`config.mk`:
```
export PLATFORM = sky130hd
export DESIGN_NAME = pwm_compare
export DESIGN_NICKNAME = d
export VERILOG_FILES = /design/src/rtl/pwm_compare_pkg.sv /design/src/rtl/pwm_duty_shadow.sv /design/src/rtl/pwm_compare.sv
export SDC_FILE = /design/constraint.sdc
export NUM_CORES = 1
export LEC_CHECK = 0
export ABC_AREA = 0
export BUFFER_PORTS_ARGS = -buffer_cell sky130_fd_sc_hd__buf_2
export CAP_MARGIN = 20
export CORE_MARGIN = 3
export CORE_UTILIZATION = 54
export DETAILED_ROUTE_END_ITERATION = 6
export GPL_TIMING_DRIVEN = 0
export PLACE_DENSITY = 0.8
export SLEW_MARGIN = 0
export SYNTH_ARGS = -nofsm -noshare
export SYNTH_HDL_FRONTEND = slang
export SYNTH_SLANG_ARGS = --single-unit
export TNS_END_PERCENT = 5
```
`constraint.sdc`:
```
create_clock -name clk -period 3.5 [get_ports clk]
set_clock_uncertainty 0.2 [all_clocks]
set_input_delay 0.175 -clock clk [delete_from_list [all_inputs] [get_ports clk]]
set_output_delay 0.175 -clock clk [all_outputs]
set_load 0.01 [all_outputs]
```
`src/rtl/pwm_compare_pkg.sv`:
```
// Shared definitions for the PWM compare stage: FSM state encoding,
// the default timebase width and a small state-decoding helper.
package pwm_compare_pkg;

   // Default timebase width; one PWM period is 2**width cycles.
   localparam int PWM_DEFAULT_WIDTH = 8;

   // Enable/disable sequencing states.
   //   IDLE  : output off, waiting for enable
   //   SYNC  : enable seen, waiting for the next period boundary
   //   RUN   : output active, enable high
   //   DRAIN : enable dropped, finishing the current period
   typedef enum logic [1:0] {
      IDLE  = 2'd0,
      SYNC  = 2'd1,
      RUN   = 2'd2,
      DRAIN = 2'd3
   } pwm_state_e;

   // True in the states where the compare result drives the output.
   function automatic logic state_drives_output(pwm_state_e s);
      return (s == RUN) || (s == DRAIN);
   endfunction

endpackage

```
`src/rtl/pwm_duty_shadow.sv`:
```
// Duty staging for the PWM compare stage. A duty value enters a shadow
// register through a valid/ready handshake and moves to the active duty
// only on a period boundary, so a running period is never modified.
// duty_cur_o is the duty that governs the cycle being compared right now:
// on an applying boundary that is already the shadow value.
module pwm_duty_shadow
   import pwm_compare_pkg::*;
#(
   parameter int WIDTH = PWM_DEFAULT_WIDTH
) (
   input  logic             clk,
   input  logic             reset,
   input  logic             boundary_i,
   input  logic             duty_valid_i,
   input  logic [WIDTH-1:0] duty_data_i,
   output logic             duty_ready_o,
   output logic             pending_o,
   output logic [WIDTH-1:0] duty_cur_o
);

   logic [WIDTH-1:0] shadow_q, shadow_d;
   logic [WIDTH-1:0] active_q, active_d;
   logic             pending_q, pending_d;
   logic             accept;
   logic             apply;

   // Only one value may wait in the shadow; a second load stalls until
   // the boundary that consumes the first one.
   assign accept = duty_valid_i && !pending_q;
   assign apply  = boundary_i && pending_q;

   // Next-state for shadow, pending flag and active duty.
   always_comb begin
      shadow_d  = shadow_q;
      active_d  = active_q;
      pending_d = pending_q;
      // apply and accept are mutually exclusive (apply needs pending,
      // accept needs !pending), so a load taken on a boundary cycle
      // always waits for the following boundary.
      if (apply) begin
         active_d  = shadow_q;
         pending_d = 1'b0;
      end
      if (accept) begin
         shadow_d  = duty_data_i;
         pending_d = 1'b1;
      end
   end

   // Staging registers; reset also discards any load offered in that cycle.
   always_ff @(posedge clk) begin
      if (reset) begin
         shadow_q  <= '0;
         active_q  <= '0;
         pending_q <= 1'b0;
      end else begin
         shadow_q  <= shadow_d;
         active_q  <= active_d;
         pending_q <= pending_d;
      end
   end

   assign duty_cur_o   = apply ? shadow_q : active_q;
   assign pending_o    = pending_q;
   assign duty_ready_o = !pending_q;

endmodule

```
`src/rtl/pwm_compare.sv`:
```
// PWM compare stage driven by an external free-running timebase.
// The output is high while count < duty, with duty changes and
// enable/disable taking effect only at period boundaries (count == 0).
// Optional build macro PWM_COMPARE_SEQ_CHECK_EN adds a timebase
// continuity check with a sticky seq_err flag; without it seq_err is 0.
module pwm_compare
   import pwm_compare_pkg::*;
#(
   parameter int WIDTH = PWM_DEFAULT_WIDTH
) (
   input  logic             clk,
   input  logic             reset,
   input  logic [WIDTH-1:0] count,
   input  logic             enable,
   input  logic             duty_valid,
   input  logic [WIDTH-1:0] duty_data,
   output logic             duty_ready,
   output logic             pending,
   output logic             pwm_out,
   output logic             period_tick,
   output logic             seq_err
);

   pwm_state_e       state_q, state_d;
   logic             pwm_q, pwm_d;
   logic             tick_q;
   logic             boundary;
   logic             seq_disc;
   logic [WIDTH-1:0] duty_cur;

   assign boundary = (count == '0);

   pwm_duty_shadow #(
      .WIDTH (WIDTH)
   ) u_duty_shadow (
      .clk          (clk),
      .reset        (reset),
      .boundary_i   (boundary),
      .duty_valid_i (duty_valid),
      .duty_data_i  (duty_data),
      .duty_ready_o (duty_ready),
      .pending_o    (pending),
      .duty_cur_o   (duty_cur)
   );

`ifdef PWM_COMPARE_SEQ_CHECK_EN
   logic [WIDTH-1:0] prev_count_q;
   logic [WIDTH-1:0] count_expect;
   logic             prev_valid_q;
   logic             seq_err_q;

   assign count_expect = prev_count_q + 1'b1;

   // A jump only matters while the output is being generated; in IDLE
   // and SYNC the next boundary re-aligns everything anyway.
   assign seq_disc = prev_valid_q && (count != count_expect)
                     && state_drives_output(state_q);

   // Track the previous timebase sample and latch discontinuities.
   always_ff @(posedge clk) begin
      if (reset) begin
         prev_count_q <= '0;
         prev_valid_q <= 1'b0;
         seq_err_q    <= 1'b0;
      end else begin
         prev_count_q <= count;
         prev_valid_q <= 1'b1;
         if (seq_disc) begin
            seq_err_q <= 1'b1;
         end
      end
   end

   assign seq_err = seq_err_q;
`else
   assign seq_disc = 1'b0;
   assign seq_err  = 1'b0;
`endif

   // Enable sequencing with whole-period granularity, plus output compare.
   always_comb begin
      state_d = state_q;
      case (state_q)
         IDLE: begin
            if (enable) begin
               state_d = SYNC;
            end
         end
         SYNC: begin
            if (!enable) begin
               state_d = IDLE;
            end else if (boundary) begin
               state_d = RUN;
            end
         end
         RUN: begin
            if (!enable) begin
               state_d = DRAIN;
            end
         end
         DRAIN: begin
            if (enable) begin
               state_d = RUN;
            end else if (boundary) begin
               state_d = IDLE;
            end
         end
         default: begin
            state_d = IDLE;
         end
      endcase
      // A broken timebase invalidates the current period: resynchronise
      // on the next boundary if still enabled.
      if (seq_disc) begin
         state_d = enable ? SYNC : IDLE;
      end
      // Decided from the next state so the first high cycle lines up with
      // the boundary that enters RUN and the last period of DRAIN completes.
      pwm_d = state_drives_output(state_d) && (count < duty_cur) && !seq_disc;
   end

   // FSM state and registered outputs.
   always_ff @(posedge clk) begin
      if (reset) begin
         state_q <= IDLE;
         pwm_q   <= 1'b0;
         tick_q  <= 1'b0;
      end else begin
         state_q <= state_d;
         pwm_q   <= pwm_d;
         tick_q  <= boundary;
      end
   end

   assign pwm_out     = pwm_q;
   assign period_tick = tick_q;

endmodule

```
After elaboration in Yosys (flattened, before gate mapping)
Index checks and enable logic that the tools add are counted.
Word-level totals
  register bits: 21
  input port bits: 20
  output and inout port bits: 5
  logic and storage cells: 30
Cells by class
  order comparisons: 1
  equal/unequal tests: 5
  muxes and demuxes: 10
  reduce and logical (&&, ||, !) cells: 8
Operators with widths (number)
  2-bit two-way mux: 6
  2-bit equality test (second input constant): 4
  8-bit logical NOT: 1
  8-bit less-than comparator: 1
  8-bit two-way mux: 1
  2-bit one-hot mux with 4 select lines: 1
  1-bit logical AND: 3
  2-bit by 1-bit equality test with 1-bit output (second input constant): 1
  2-bit logical NOT: 1
  1-bit two-way mux: 2
  2-bit nonzero test: 1
  1-bit logical NOT: 1
  1-bit logical OR: 1

Depth between registers and ports, before layout
Gate-level depths: netlist of run 1.
  word-level depth: 7
  depth in mapped cells: 9
  depth with buffers taken out: 8

Modules after synthesis
From an unflattened synthesis of run 1, not the netlist that was laid out.
Second synthesis, totals
  cells, all modules: 119
  area, all modules: 1153.6 um^2
By module, submodules not included
  pwm_duty_shadow: instances 1, cells each 77, area each 817.0 um^2, sequential area each 340.3 um^2
  pwm_compare: instances 1, cells each 42, area each 336.6 um^2, sequential area each 80.1 um^2

Worst setup path before layout of run 1
OpenSTA, ideal clock, no wires.
  path kind: input to register
  start point: input port count[7]
  end point: register pwm_q (netlist: pwm_out)
  library setup time: 103 ps
  arrival: 1909 ps
  data required time: 3197 ps
  slack: 1288 ps
  stages: 9
  path buffers: 1
  cells stage by stage: nor4_2 nand3_1 buf_2 mux2i_1 ha_1 a21o_1 a21oi_1 o2bb2ai_1 a2111oi_2
Between the ends
  word-level cells in the longest chain between the ends: 7
  elaborated cells between the ends (all ways): 13
  classes of those cells: order compare (1); eq/ne (2); mux (6); reduce/logical (4)
Ends and longest elaborated chain
  from (decl): line pwm_compare.sv:13  | input logic [WIDTH-1:0] count,
  parallel branches: the longest is 6 deep, another holds 8-bit less-than comparator
  1-bit logical AND (*): line pwm_compare.sv:119  | pwm_d = state_drives_output(state_d) && (count < duty_cur) && !seq_disc;
  to (signal assigned): line pwm_compare.sv:130  | pwm_q <= pwm_d;
  to (decl): line pwm_compare.sv:25  | logic pwm_q, pwm_d;
Mark *: on every way between the ends.
A chain may end at the register's enable or synchronous reset.

Worst setup path in the final report of run 1
Same ends and word-level chain as after synthesis.

==> results of run 1 <==
[worst min-delay path, cell delays in order]
cell,delay (ps)
sky130_fd_sc_hd__buf_2,110
sky130_fd_sc_hd__nor2b_1,100
sky130_fd_sc_hd__mux2i_1,110
sky130_fd_sc_hd__inv_1,60
[power by group]
part	leakage, µW	internal, µW	switching, µW	total, µW
clock	0.0000177	42.7	75.4	118
combinational	0.000430	33.3	27.0	60.3
sequential	0.000171	246	3.80	250
[per-layer routing]
metal	GRT usage, %	vias to the layer above
met4	6.452	0
met1	21.64	349
met5	0	-
met2	38.52	24
met3	3.383	2
li1	-	403
[cell usage in the layout (no fill, tap or decap)]
cell / Yosys / routed
sky130_fd_sc_hd__buf_2: 2 / 25
sky130_fd_sc_hd__dfxtp_1: 21 / 21
sky130_fd_sc_hd__nor2_1: 19 / 19
sky130_fd_sc_hd__mux2i_1: 18 / 18
sky130_fd_sc_hd__dlygate4sd3_1: 0 / 14
sky130_fd_sc_hd__ha_1: 7 / 7
sky130_fd_sc_hd__nand3_1: 3 / 3
sky130_fd_sc_hd__nor2b_1: 3 / 3
sky130_fd_sc_hd__clkbuf_4: 0 / 3
sky130_fd_sc_hd__nor4_2: 2 / 2
sky130_fd_sc_hd__inv_1: 2 / 2
sky130_fd_sc_hd__a21oi_1: 2 / 2
sky130_fd_sc_hd__nand2_1: 2 / 2
sky130_fd_sc_hd__clkbuf_1: 2 / 2
sky130_fd_sc_hd__and2b_1: 1 / 1
sky130_fd_sc_hd__and3_2: 1 / 1
sky130_fd_sc_hd__nand4_1: 1 / 1
sky130_fd_sc_hd__a21o_1: 1 / 1
sky130_fd_sc_hd__o2bb2ai_1: 1 / 1
sky130_fd_sc_hd__a2111oi_2: 1 / 1
sky130_fd_sc_hd__xnor2_1: 1 / 1
sky130_fd_sc_hd__nor3_1: 1 / 1
sky130_fd_sc_hd__o21ai_0: 1 / 1
sky130_fd_sc_hd__buf_4: 1 / 1
sky130_fd_sc_hd__conb_1: 1 / 1
sky130_fd_sc_hd__clkinv_2: 0 / 1
[state kept, by name, indices dropped and copies added (netlist names)]
register / count
u_duty_shadow.active_q: 8
u_duty_shadow.shadow_q: 8
state_q: 2
period_tick: 1
pwm_out: 1
u_duty_shadow.pending_o: 1
[cell families after synthesis]
kind of cell,count (synthesis),synth area share [%]
other,1,0.3975
buffers and inverters,7,3.449
AND/OR/NAND/NOR,33,17.37
XOR/XNOR,1,0.9286
AO/OA/AOI/OAI,6,4.907
flip-flops,21,44.56
adder cells (fa/ha/maj),7,9.283
multiplexers,18,19.10
[area by class of cell]
class                   count  area [µm²]
multi-input cells          66       490.5
well taps                  16       20.02
fillers                   105       330.3
plain buffers               5       25.02
clock inverters             1       5.005
flip-flops and latches     21       420.4
inverters                   2       7.507
repair buffers             37       255.2
clock buffers               3       22.52
[through the flow]
stage	utilization (%)	total power [µW]	cells	hold WS (ps)	worst slack (ps)
after detailed placement	68.41	304.1	133	218.6	932.1
final	79.05	428.1	151	70.54	740.6
after global placement	68.41	302.1	133	209.3	973.2
after global routing	79.05	447.9	151	99.04	518.7
after floorplan	-	282.8	94	120.1	1288
after CTS	79.05	427.8	151	69.02	714.2
[worst paths after layout]
path	slack (ps)	cells after the start	endpoint
setup / recovery	740	11	pwm_out
hold / removal	70	4	state_q[1]
hold reg to reg	310	2	u_duty_shadow.shadow_q[6]
setup reg to reg	1210	8	pwm_out
[timing repair]
item,CTS,global route
hold endpoints to repair,12,0
hold buffers,14,0
setup endpoints to repair,0,0
resized for setup,0,0
==> impl_summary.txt, run 1 <==
----------------------------------------------------
[Synthesis]
  Synth top area share ... 44.56%
  Distinct cells, synth ... 23
  Cell types occupying the most area after synthesis ... sky130_fd_sc_hd__dfxtp_1 (45%), sky130_fd_sc_hd__mux2i_1 (19%), sky130_fd_sc_hd__ha_1 (9.3%)
  Most used flip-flop cell after synthesis ... sky130_fd_sc_hd__dfxtp_1
  Count of warnings emitted by yosys ... 0
  Top cells by count, synth ... sky130_fd_sc_hd__dfxtp_1 (21), sky130_fd_sc_hd__nor2_1 (19), sky130_fd_sc_hd__mux2i_1 (18)
  Instance count of the mapped netlist ... 94
  Synthesis-stage register bit count ... 21
  Leading area contributor after synthesis ... sky130_fd_sc_hd__dfxtp_1
  Most frequently used cell type in the post-synthesis netlist ... sky130_fd_sc_hd__dfxtp_1
  Net count after synthesis ... 121
  Number of enable-type register cells in the synthesized netlist ... 0
  Synthesized area ... 943.4 µm²
  Proportion of register bits with asynchronous set or reset after synthesis ... 0%
  Sequential fraction of the synthesis area ... 44.56%
  Syn_area_per_cell ... 10.04 µm²

[Floorplanning]
  Initial Util ... 59.84%
  Floorplan core area ... 0.001577 mm²
  Num rows ... 14
  Die X ... 47.80 µm
  Y dimension of the die ... 47.80 µm
  Overall die area ... 0.002284 mm²
  Top Ports ... 25

[Setup path]
  Required time reported for the critical path endpoint ... 3510 ps
  Startpoint kind of the worst setup timing path ... input pin
  Critical path type ... input pin to flip-flop
  Slowest cell on the critical path ... sky130_fd_sc_hd__dlygate4sd3_1
  Cell Chain, Critical Path ... dlygate4sd3_1 -> buf_2 -> nor4_2 -> nand3_1 -> buf_2 -> mux2i_1 -> ha_1 -> a21o_1 -> a21oi_1 -> o2bb2ai_1 -> a2111oi_2
  Crit-path most repeated cell ... sky130_fd_sc_hd__buf_2
  Type of destination of the critical path ... flip-flop
  Largest stage delay, worst path ... 540 ps
  Worst setup path startpoint ... count[7]
  Crit path buf inv count ... 3
  Arrival @ worst endpoint ... 2770 ps
  Crit-path leading delay family ... buffers and inverters
  Largest fanout on the critical path ... 10
  Startpoint of the worst register-to-register path ... u_duty_shadow.pending_o

[Hold path]
  Launch instance of the worst min-delay path ... reset
  Worst hold path type ... input pin to flip-flop

[Timing]
  Minimum period implied by the final worst setup slack ... 2759 ps
  Setup Total Neg Slack ... 0 ps
  Setup violations, final ... 0
  Number of hold violations in the final report ... 0
  Setup repair after global routing missed its margin ... false
  Maximum frequency from static timing analysis ... 362.4 MHz
  Number of max-slew violations in the final report ... 0
  Period utilisation layout ... 78.84%

[Route]
  Uppermost metal layer occupied by signal nets ... met4
  Via count normalized by instance count ... 5.152
  WL per Instance ... 13.22 µm
  Final WL ... 1996 µm
  Detailed-routing wirelength on met1 ... 883 µm
  Sum of met2 wire segment lengths after detailed routing ... 1013 µm
  Via Count ... 778
  Violation count after the first detailed-routing iteration ... 5
  Number of remaining DRC errors ... 0
  Met3 Routed Length ... 89 µm
  Residual antenna-violating net count after detailed routing ... 0
  First-pass detailed-route iteration total ... 4

[Global route]
  Tot GR Track Use ... 20.00%
  Initial antenna violation count ... 0
  Number of global-route vias before repair ... 768
  Remaining global-route overflow ... 0
  First-pass GRT wire length ... 3146 µm
  Largest net degree at the start of global routing ... 13

[Final layout]
  Final design area excluding fillers ... 0.001246 mm²
  Net count of the finished layout ... 163
  Fraction of layout cells with a size suffix above 1 ... 25.19%
  Area added between synthesis and finish ... 32.10%
  Number of antenna cells inserted ... 0

[Placement]
  Routability cong. ... 0.7909
  HPWL after detailed placement ... 1376 µm
  Port buffer count ... 23
  Dpl cell area ... 0.001079 mm²

[Flow run]
  # Max-Cap Violations ... 0

[Clocking]
  CTS root buffer ... sky130_fd_sc_hd__clkbuf_4
  Clock buffer count from CTS ... 3
  Total number of H-tree levels ... 1
  # Post-CTS Setup Buffers ... 0
  Clock latency at the later pin of the worst-skew pair ... 310 ps
  Number of buffers between clock root and the deepest sink ... 2
  Clk pin slew, worst setup/hold paths ... 120 ps
  Clock Sink Count ... 21
  CTS tree ... built

[Power]
  Leak Pwr ... 0.0006183 µW
  Worst vdd ir ... 0.2316 mV
  Ratio of total power to cell area ... 343.5 mW/mm²

[Outcome]
  Run status ... completed

----------------------------------------------------
Note: power is estimated with default switching activity, not from simulation.
==> run 2, diff against run 1 <==
--- a/config.mk
+++ b/config.mk
@@ -5,14 +5,14 @@
 export SDC_FILE = /design/constraint.sdc
 export NUM_CORES = 1
 export LEC_CHECK = 0
-export ABC_AREA = 0
+export ABC_AREA = 1
 export BUFFER_PORTS_ARGS = -buffer_cell sky130_fd_sc_hd__buf_2
 export CAP_MARGIN = 20
 export CORE_MARGIN = 3
-export CORE_UTILIZATION = 54
+export CORE_UTILIZATION = 50
 export DETAILED_ROUTE_END_ITERATION = 6
 export GPL_TIMING_DRIVEN = 0
-export PLACE_DENSITY = 0.8
+export PLACE_DENSITY = 0.74
 export SLEW_MARGIN = 0
 export SYNTH_ARGS = -nofsm -noshare
 export SYNTH_HDL_FRONTEND = slang
==> constraint.sdc (replaced) <==
create_clock -name clk -period 2.59 [get_ports clk]
set_clock_uncertainty 0.2 [all_clocks]
set_input_delay 0.1295 -clock clk [delete_from_list [all_inputs] [get_ports clk]]
set_output_delay 0.1295 -clock clk [all_outputs]
set_load 0.01 [all_outputs]
==> run 2 against run 1 <==
  * Global-route usage down 2.8 points
  * Critical endpoint unchanged
  * Largest cell class unchanged
  * Worst hold slack got worse by 51 ps
  * Flip-flop and latch count stayed put
==> impl_summary.txt, run 2 <==
----------------------------------------------------
[Setup path]
  Type of destination of the critical path ... flip-flop
  Critical path type ... flip-flop to flip-flop
  Required time reported for the critical path endpoint ... 2640 ps
  Largest fanout on the critical path ... 8
  Startpoint kind of the worst setup timing path ... flip-flop
  Arrival @ worst endpoint ... 2010 ps

[Route]
  Via count normalized by instance count ... 4.663
  Detailed-routing wirelength on met1 ... 816 µm
  Met3 Routed Length ... 105 µm
  Via Count ... 830
  Number of remaining DRC errors ... 0
  Violation count after the first detailed-routing iteration ... 9
  Final WL ... 1928 µm
  First-pass detailed-route iteration total ... 4
  Residual antenna-violating net count after detailed routing ... 0
  Uppermost metal layer occupied by signal nets ... met4
  Sum of met2 wire segment lengths after detailed routing ... 961 µm
  WL per Instance ... 10.83 µm

[Power]
  Worst vdd ir ... 0.3703 mV
  Leak Pwr ... 0.0006079 µW
  Ratio of total power to cell area ... 463.7 mW/mm²

[Clocking]
  # resized after CTS ... 0
  CTS tree ... built
  Total number of H-tree levels ... 1
  CTS root buffer ... sky130_fd_sc_hd__clkbuf_4
  Hold buffer count at CTS ... 10
  Clk pin slew, worst setup/hold paths ... 120 ps
  # Post-CTS Setup Buffers ... 0
  Clock latency at the later pin of the worst-skew pair ... 300 ps
  Clock buffer count from CTS ... 3
  Number of buffers between clock root and the deepest sink ... 2
  Clock Sink Count ... 21

[Synthesis]
  Instance count of the mapped netlist ... 116
  Leading area contributor after synthesis ... sky130_fd_sc_hd__dfxtp_1
  Count of warnings emitted by yosys ... 0
  Top cells by count, synth ... sky130_fd_sc_hd__nand2_1 (24), sky130_fd_sc_hd__dfxtp_1 (21), sky130_fd_sc_hd__nor2_1 (16)
  Number of enable-type register cells in the synthesized netlist ... 0
  Most used flip-flop cell after synthesis ... sky130_fd_sc_hd__dfxtp_1
  Synth top area share ... 43.24%
  Sequential fraction of the synthesis area ... 43.24%
  Net count after synthesis ... 143
  Most frequently used cell type in the post-synthesis netlist ... sky130_fd_sc_hd__nand2_1
  Cell types occupying the most area after synthesis ... sky130_fd_sc_hd__dfxtp_1 (43%), sky130_fd_sc_hd__nand2_1 (9.3%), sky130_fd_sc_hd__ha_1 (9.0%)
  Syn_area_per_cell ... 8.381 µm²
  Distinct cells, synth ... 22
  Proportion of register bits with asynchronous set or reset after synthesis ... 0%
  Synthesis-stage register bit count ... 21
  Synthesized area ... 972.2 µm²

[Timing]
  Number of hold violations in the final report ... 0
  Setup Total Neg Slack ... 0 ps
  Setup repair after global routing missed its margin ... false
  Number of max-slew violations in the final report ... 0
  Period utilisation layout ... 75.67%
  Maximum frequency from static timing analysis ... 510.3 MHz
  Minimum period implied by the final worst setup slack ... 1960 ps
  Setup violations, final ... 0
  Worst setup slack after layout ... 630.2 ps

[Global route]
  Number of global-route vias before repair ... 834
  Initial antenna violation count ... 0
  Remaining global-route overflow ... 0
  Tot GR Track Use ... 17.18%
  Largest net degree at the start of global routing ... 13
  First-pass GRT wire length ... 3263 µm

[Floorplanning]
  Y dimension of the die ... 50.10 µm
  Die X ... 50.10 µm
  Initial Util ... 54.53%
  Num rows ... 15
  Overall die area ... 0.002510 mm²
  Top Ports ... 25
  Floorplan core area ... 0.001783 mm²

[Outcome]
  Run status ... completed

[Placement]
  Post-Place Setup Slack ... 503.0 ps
  Routability cong. ... 0.7300
  HPWL after detailed placement ... 1428 µm
  Port buffer count ... 23

[Final layout]
  Number of antenna cells inserted ... 0
  Largest registers ... u_duty_shadow.active_q x8, u_duty_shadow.shadow_q x8, state_q x2
  Net count of the finished layout ... 181
  Fraction of layout cells with a size suffix above 1 ... 26.80%
  Area added between synthesis and finish ... 28.19%
  Commonest cells after routing, fill and taps aside ... sky130_fd_sc_hd__nand2_1 (24), sky130_fd_sc_hd__buf_2 (23), sky130_fd_sc_hd__dfxtp_1 (21)
  Layout filler cell count ... 146
  Most common library cell in the layout ignoring fill and taps ... sky130_fd_sc_hd__nand2_1

[Hold path]
  Worst hold path type ... input pin to flip-flop

[Flow run]
  # Max-Cap Violations ... 0

----------------------------------------------------
[run 2: cell types whose count changed in the layout (fill, tap and decap cells not counted), moves of 3 or more]
| cell | before | now |
|---|---|---|
| sky130_fd_sc_hd__nor2_2 | 0 | 3 |
| sky130_fd_sc_hd__nand2_1 | 2 | 24 |
| sky130_fd_sc_hd__nor2b_1 | 3 | 0 |
| sky130_fd_sc_hd__mux2i_1 | 18 | 7 |
| sky130_fd_sc_hd__nor2_1 | 19 | 16 |
| sky130_fd_sc_hd__dlygate4sd3_1 | 14 | 10 |
| sky130_fd_sc_hd__a21oi_1 | 2 | 10 |
| sky130_fd_sc_hd__inv_1 | 2 | 8 |
[run 2: metal layers]
metal	vias to the layer above	GRT usage [%]
li1	442	-
met1	362	18.37
met2	21	29.57
met3	5	3.927
met4	0	11.52
met5	-	0
[run 2: logic make-up (layout without fill, tap and decap cells)]
| family | count (synthesis) | count (layout) | share of synthesized area (%) |
|---|---|---|---|
| buffers and inverters | 13 | 50 | 5.406 |
| adder cells (fa/ha/maj) | 7 | 7 | 9.009 |
| other | 1 | 1 | 0.3857 |
| XOR/XNOR | 1 | 1 | 0.9011 |
| multiplexers | 7 | 7 | 7.207 |
| AO/OA/AOI/OAI | 13 | 13 | 7.593 |
| flip-flops | 21 | 21 | 43.24 |
| AND/OR/NAND/NOR | 53 | 53 | 26.26 |
[run 2: worst paths after layout]
kind	from	to	slack, ps	cells after the start
max reg2reg	u_duty_shadow.pending_o	pwm_out	630	8
min reg2reg	u_duty_shadow.shadow_q[4]	u_duty_shadow.shadow_q[4]	270	2
min	duty_valid	u_duty_shadow.shadow_q[4]	20	5
max	u_duty_shadow.pending_o	pwm_out	630	8
[run 2: final cells by class]
class,count,area [µm²],share of cell area (%)
Buffer,3,15.01,1.205
Tap cell,25,31.28,2.510
Sequential cell,21,420.4,33.73
Clock buffer,3,22.52,1.807
Multi-Input combinational cell,82,499.2,40.06
Inverter,10,37.54,3.012
Clock inverter,1,5.005,0.4016
Timing Repair Buffer,33,215.2,17.27
[run 2: critical path: stages, from the launching register on]
cell                       delay (ps)
sky130_fd_sc_hd__dfxtp_1          480
sky130_fd_sc_hd__nand2_4          170
sky130_fd_sc_hd__mux2i_1          220
sky130_fd_sc_hd__ha_1             270
sky130_fd_sc_hd__a21oi_1          150
sky130_fd_sc_hd__nor2_1            50
sky130_fd_sc_hd__a211oi_1         180
sky130_fd_sc_hd__nand2_1           90
sky130_fd_sc_hd__a21oi_2           90
[run 2: metrics by stage]
step                std cells  power [µW]  util [%]  hold slack, ps  instance area [µm²]
floorplan                 116       385.9         -           6.519                972.2
global route              178       609.4     69.89           28.20                 1246
finish                    178       577.9     69.89           19.23                 1246
CTS                       178       584.4     69.89           15.74                 1246
global placement          164       413.0     62.74           125.0                 1119
detailed placement        164       416.2     62.74           128.4                 1119
[run 2: where the power goes]
part | switching (µW) | internal, µW
clock network | 100 | 57.7
registers | 6.23 | 333
logic | 41.2 | 39.4
==> run 3, diff against run 2 <==
==> constraint.sdc (replaced) <==
create_clock -name clk -period 1.83 [get_ports clk]
set_clock_uncertainty 0.2 [all_clocks]
set_input_delay 0.0915 -clock clk [delete_from_list [all_inputs] [get_ports clk]]
set_output_delay 0.0915 -clock clk [all_outputs]
set_load 0.01 [all_outputs]
==> run 3 against run 2 <==
  * Clock power up 41%
  * Combinational power is 60% higher
  * Global-route usage increased by 2.6 points
  * Flip-flop and latch count unchanged
  * Maximum frequency grew 10%
  * Critical path type unchanged
  * Largest cell class unchanged
==> impl_summary.txt, run 3 (synthesis results as in run 2) <==
----------------------------------------------------
[Outcome]
  Run status ... completed

[Power]
  Worst vdd ir ... 0.5879 mV
  Overall power ... 832.1 µW
  Leak Pwr ... 0.0006191 µW
  Ratio of total power to cell area ... 623.3 mW/mm²

[Placement]
  Port buffer count ... 23
  Dpl cell area ... 0.001120 mm²
  HPWL after detailed placement ... 1417 µm
  Post-Place Setup Slack ... -306.3 ps
  Routability cong. ... 0.7412

[Setup path]
  Critical path type ... flip-flop to flip-flop
  Startpoint kind of the worst setup timing path ... flip-flop
  Arrival @ worst endpoint ... 1820 ps
  Largest fanout on the critical path ... 5
  Required time reported for the critical path endpoint ... 1870 ps
  Type of destination of the critical path ... flip-flop

[Final layout]
  Layout filler cell count ... 132
  Largest registers ... u_duty_shadow.active_q x8, u_duty_shadow.shadow_q x8, state_q x2
  Number of antenna cells inserted ... 0
  Final design area excluding fillers ... 0.001335 mm²
  Fraction of layout cells with a size suffix above 1 ... 31.01%
  Commonest cells after routing, fill and taps aside ... sky130_fd_sc_hd__nand2_1 (24), sky130_fd_sc_hd__buf_2 (23), sky130_fd_sc_hd__dfxtp_1 (20)
  Sequential Area ... 424.2 µm²
  Net count of the finished layout ... 186
  Area added between synthesis and finish ... 37.32%
  Most common library cell in the layout ignoring fill and taps ... sky130_fd_sc_hd__nand2_1
  Multi-input combinational cell area ... 541.8 µm²

[Timing]
  Setup Total Neg Slack ... 0 ps
  Number of hold violations in the final report ... 0
  Setup violations, final ... 0
  Period utilisation layout ... 97.24%
  Maximum frequency from static timing analysis ... 562.0 MHz
  Number of max-slew violations in the final report ... 0
  Minimum period implied by the final worst setup slack ... 1779 ps
  Worst setup slack after layout ... 50.51 ps

[Route]
  Via Count ... 892
  Violation count after the first detailed-routing iteration ... 11
  First-pass detailed-route iteration total ... 4
  Number of remaining DRC errors ... 0
  Via count normalized by instance count ... 4.874
  Final WL ... 2243 µm
  Residual antenna-violating net count after detailed routing ... 0
  WL per Instance ... 12.26 µm

[Clocking]
  Total number of H-tree levels ... 1
  CTS root buffer ... sky130_fd_sc_hd__clkbuf_4
  Number of buffers between clock root and the deepest sink ... 2
  CTS tree ... built
  Clock buffer count from CTS ... 3
  Clock latency at the later pin of the worst-skew pair ... 300 ps
  Clock Sink Count ... 21
  Clk pin slew, worst setup/hold paths ... 120 ps

[Floorplanning]
  Top Ports ... 25
  Overall die area ... 0.002510 mm²
  Y dimension of the die ... 50.10 µm
  Initial Util ... 54.53%
  Die X ... 50.10 µm
  Floorplan core area ... 0.001783 mm²
  Num rows ... 15

[Hold path]
  Worst hold path type ... input pin to flip-flop

[Flow run]
  # Max-Cap Violations ... 0

[Global route]
  Tot GR Track Use ... 19.80%
  First-pass GRT wire length ... 3698 µm
  Remaining global-route overflow ... 0
  Number of global-route vias before repair ... 892
  Largest net degree at the start of global routing ... 12
  Initial antenna violation count ... 0

----------------------------------------------------
==> run 3: critical path: stages, from the launching register on <==
cell and delay (ps):
sky130_fd_sc_hd__dfxtp_4 380, sky130_fd_sc_hd__nand2_8 90, sky130_fd_sc_hd__mux2i_1 240, sky130_fd_sc_hd__ha_1 290
sky130_fd_sc_hd__nand2_1 110, sky130_fd_sc_hd__nor2_1 70, sky130_fd_sc_hd__a211oi_2 150, sky130_fd_sc_hd__nand2_1 90
sky130_fd_sc_hd__a21oi_2 100
==> run 3: layout make-up <==
type / instances / area share [%]
Sequential cell: 21 / 31.77
Multi-Input combinational cell: 82 / 40.58
Buffer: 3 / 1.218
Timing Repair Buffer: 38 / 19.31
Clock buffer: 4 / 1.968
Tap cell: 25 / 2.343
Inverter: 10 / 2.812
==> run 3: what timing repair did <==
item | CTS | global route
buffers inserted | 3 | 0
resized for setup | 4 | 5
hold buffers | 12 | 0
gates cloned | 0 | 0
endpoints found under the hold margin | 11 | 0
setup endpoints to repair | 1 | 3
pin swaps | 1 | 0
==> run 3: worst paths after layout <==
check | endpoint | cells after the start | slack, ps | start
min | pwm_out | 5 | 20 | count[3]
min reg2reg | u_duty_shadow.shadow_q[2] | 2 | 270 | u_duty_shadow.shadow_q[2]
max | pwm_out | 8 | 50 | u_duty_shadow.pending_o
max reg2reg | pwm_out | 8 | 50 | u_duty_shadow.pending_o
==> run 3: layer usage <==
metal / vias to the layer above / wire [µm] / global-route usage, %
met5: - / 0 / 0
met4: 0 / 76 / 7.834
met3: 8 / 103 / 5.740
met2: 26 / 1167 / 37.39
met1: 401 / 895 / 19.78
li1: 457 / - / -
==> run 3: report_power, final <==
group	total (µW)	internal [µW]	leakage, µW	switching, µW
registers	481	471	0.000172	9.35
logic	129	63.6	0.000433	64.9
clock network	223	85.0	0.0000150	138
==> run 3: metrics by stage <==
stage	std cells	hold WS [ps]	utilization [%]
2_1_floorplan	116	-31.48	-
3_3_place_gp	164	86.34	62.81
3_5_place_dp	164	96.07	62.81
4_1_cts	183	13.53	73.61
5_1_grt	183	32.13	74.88
6_report	183	23.61	74.88
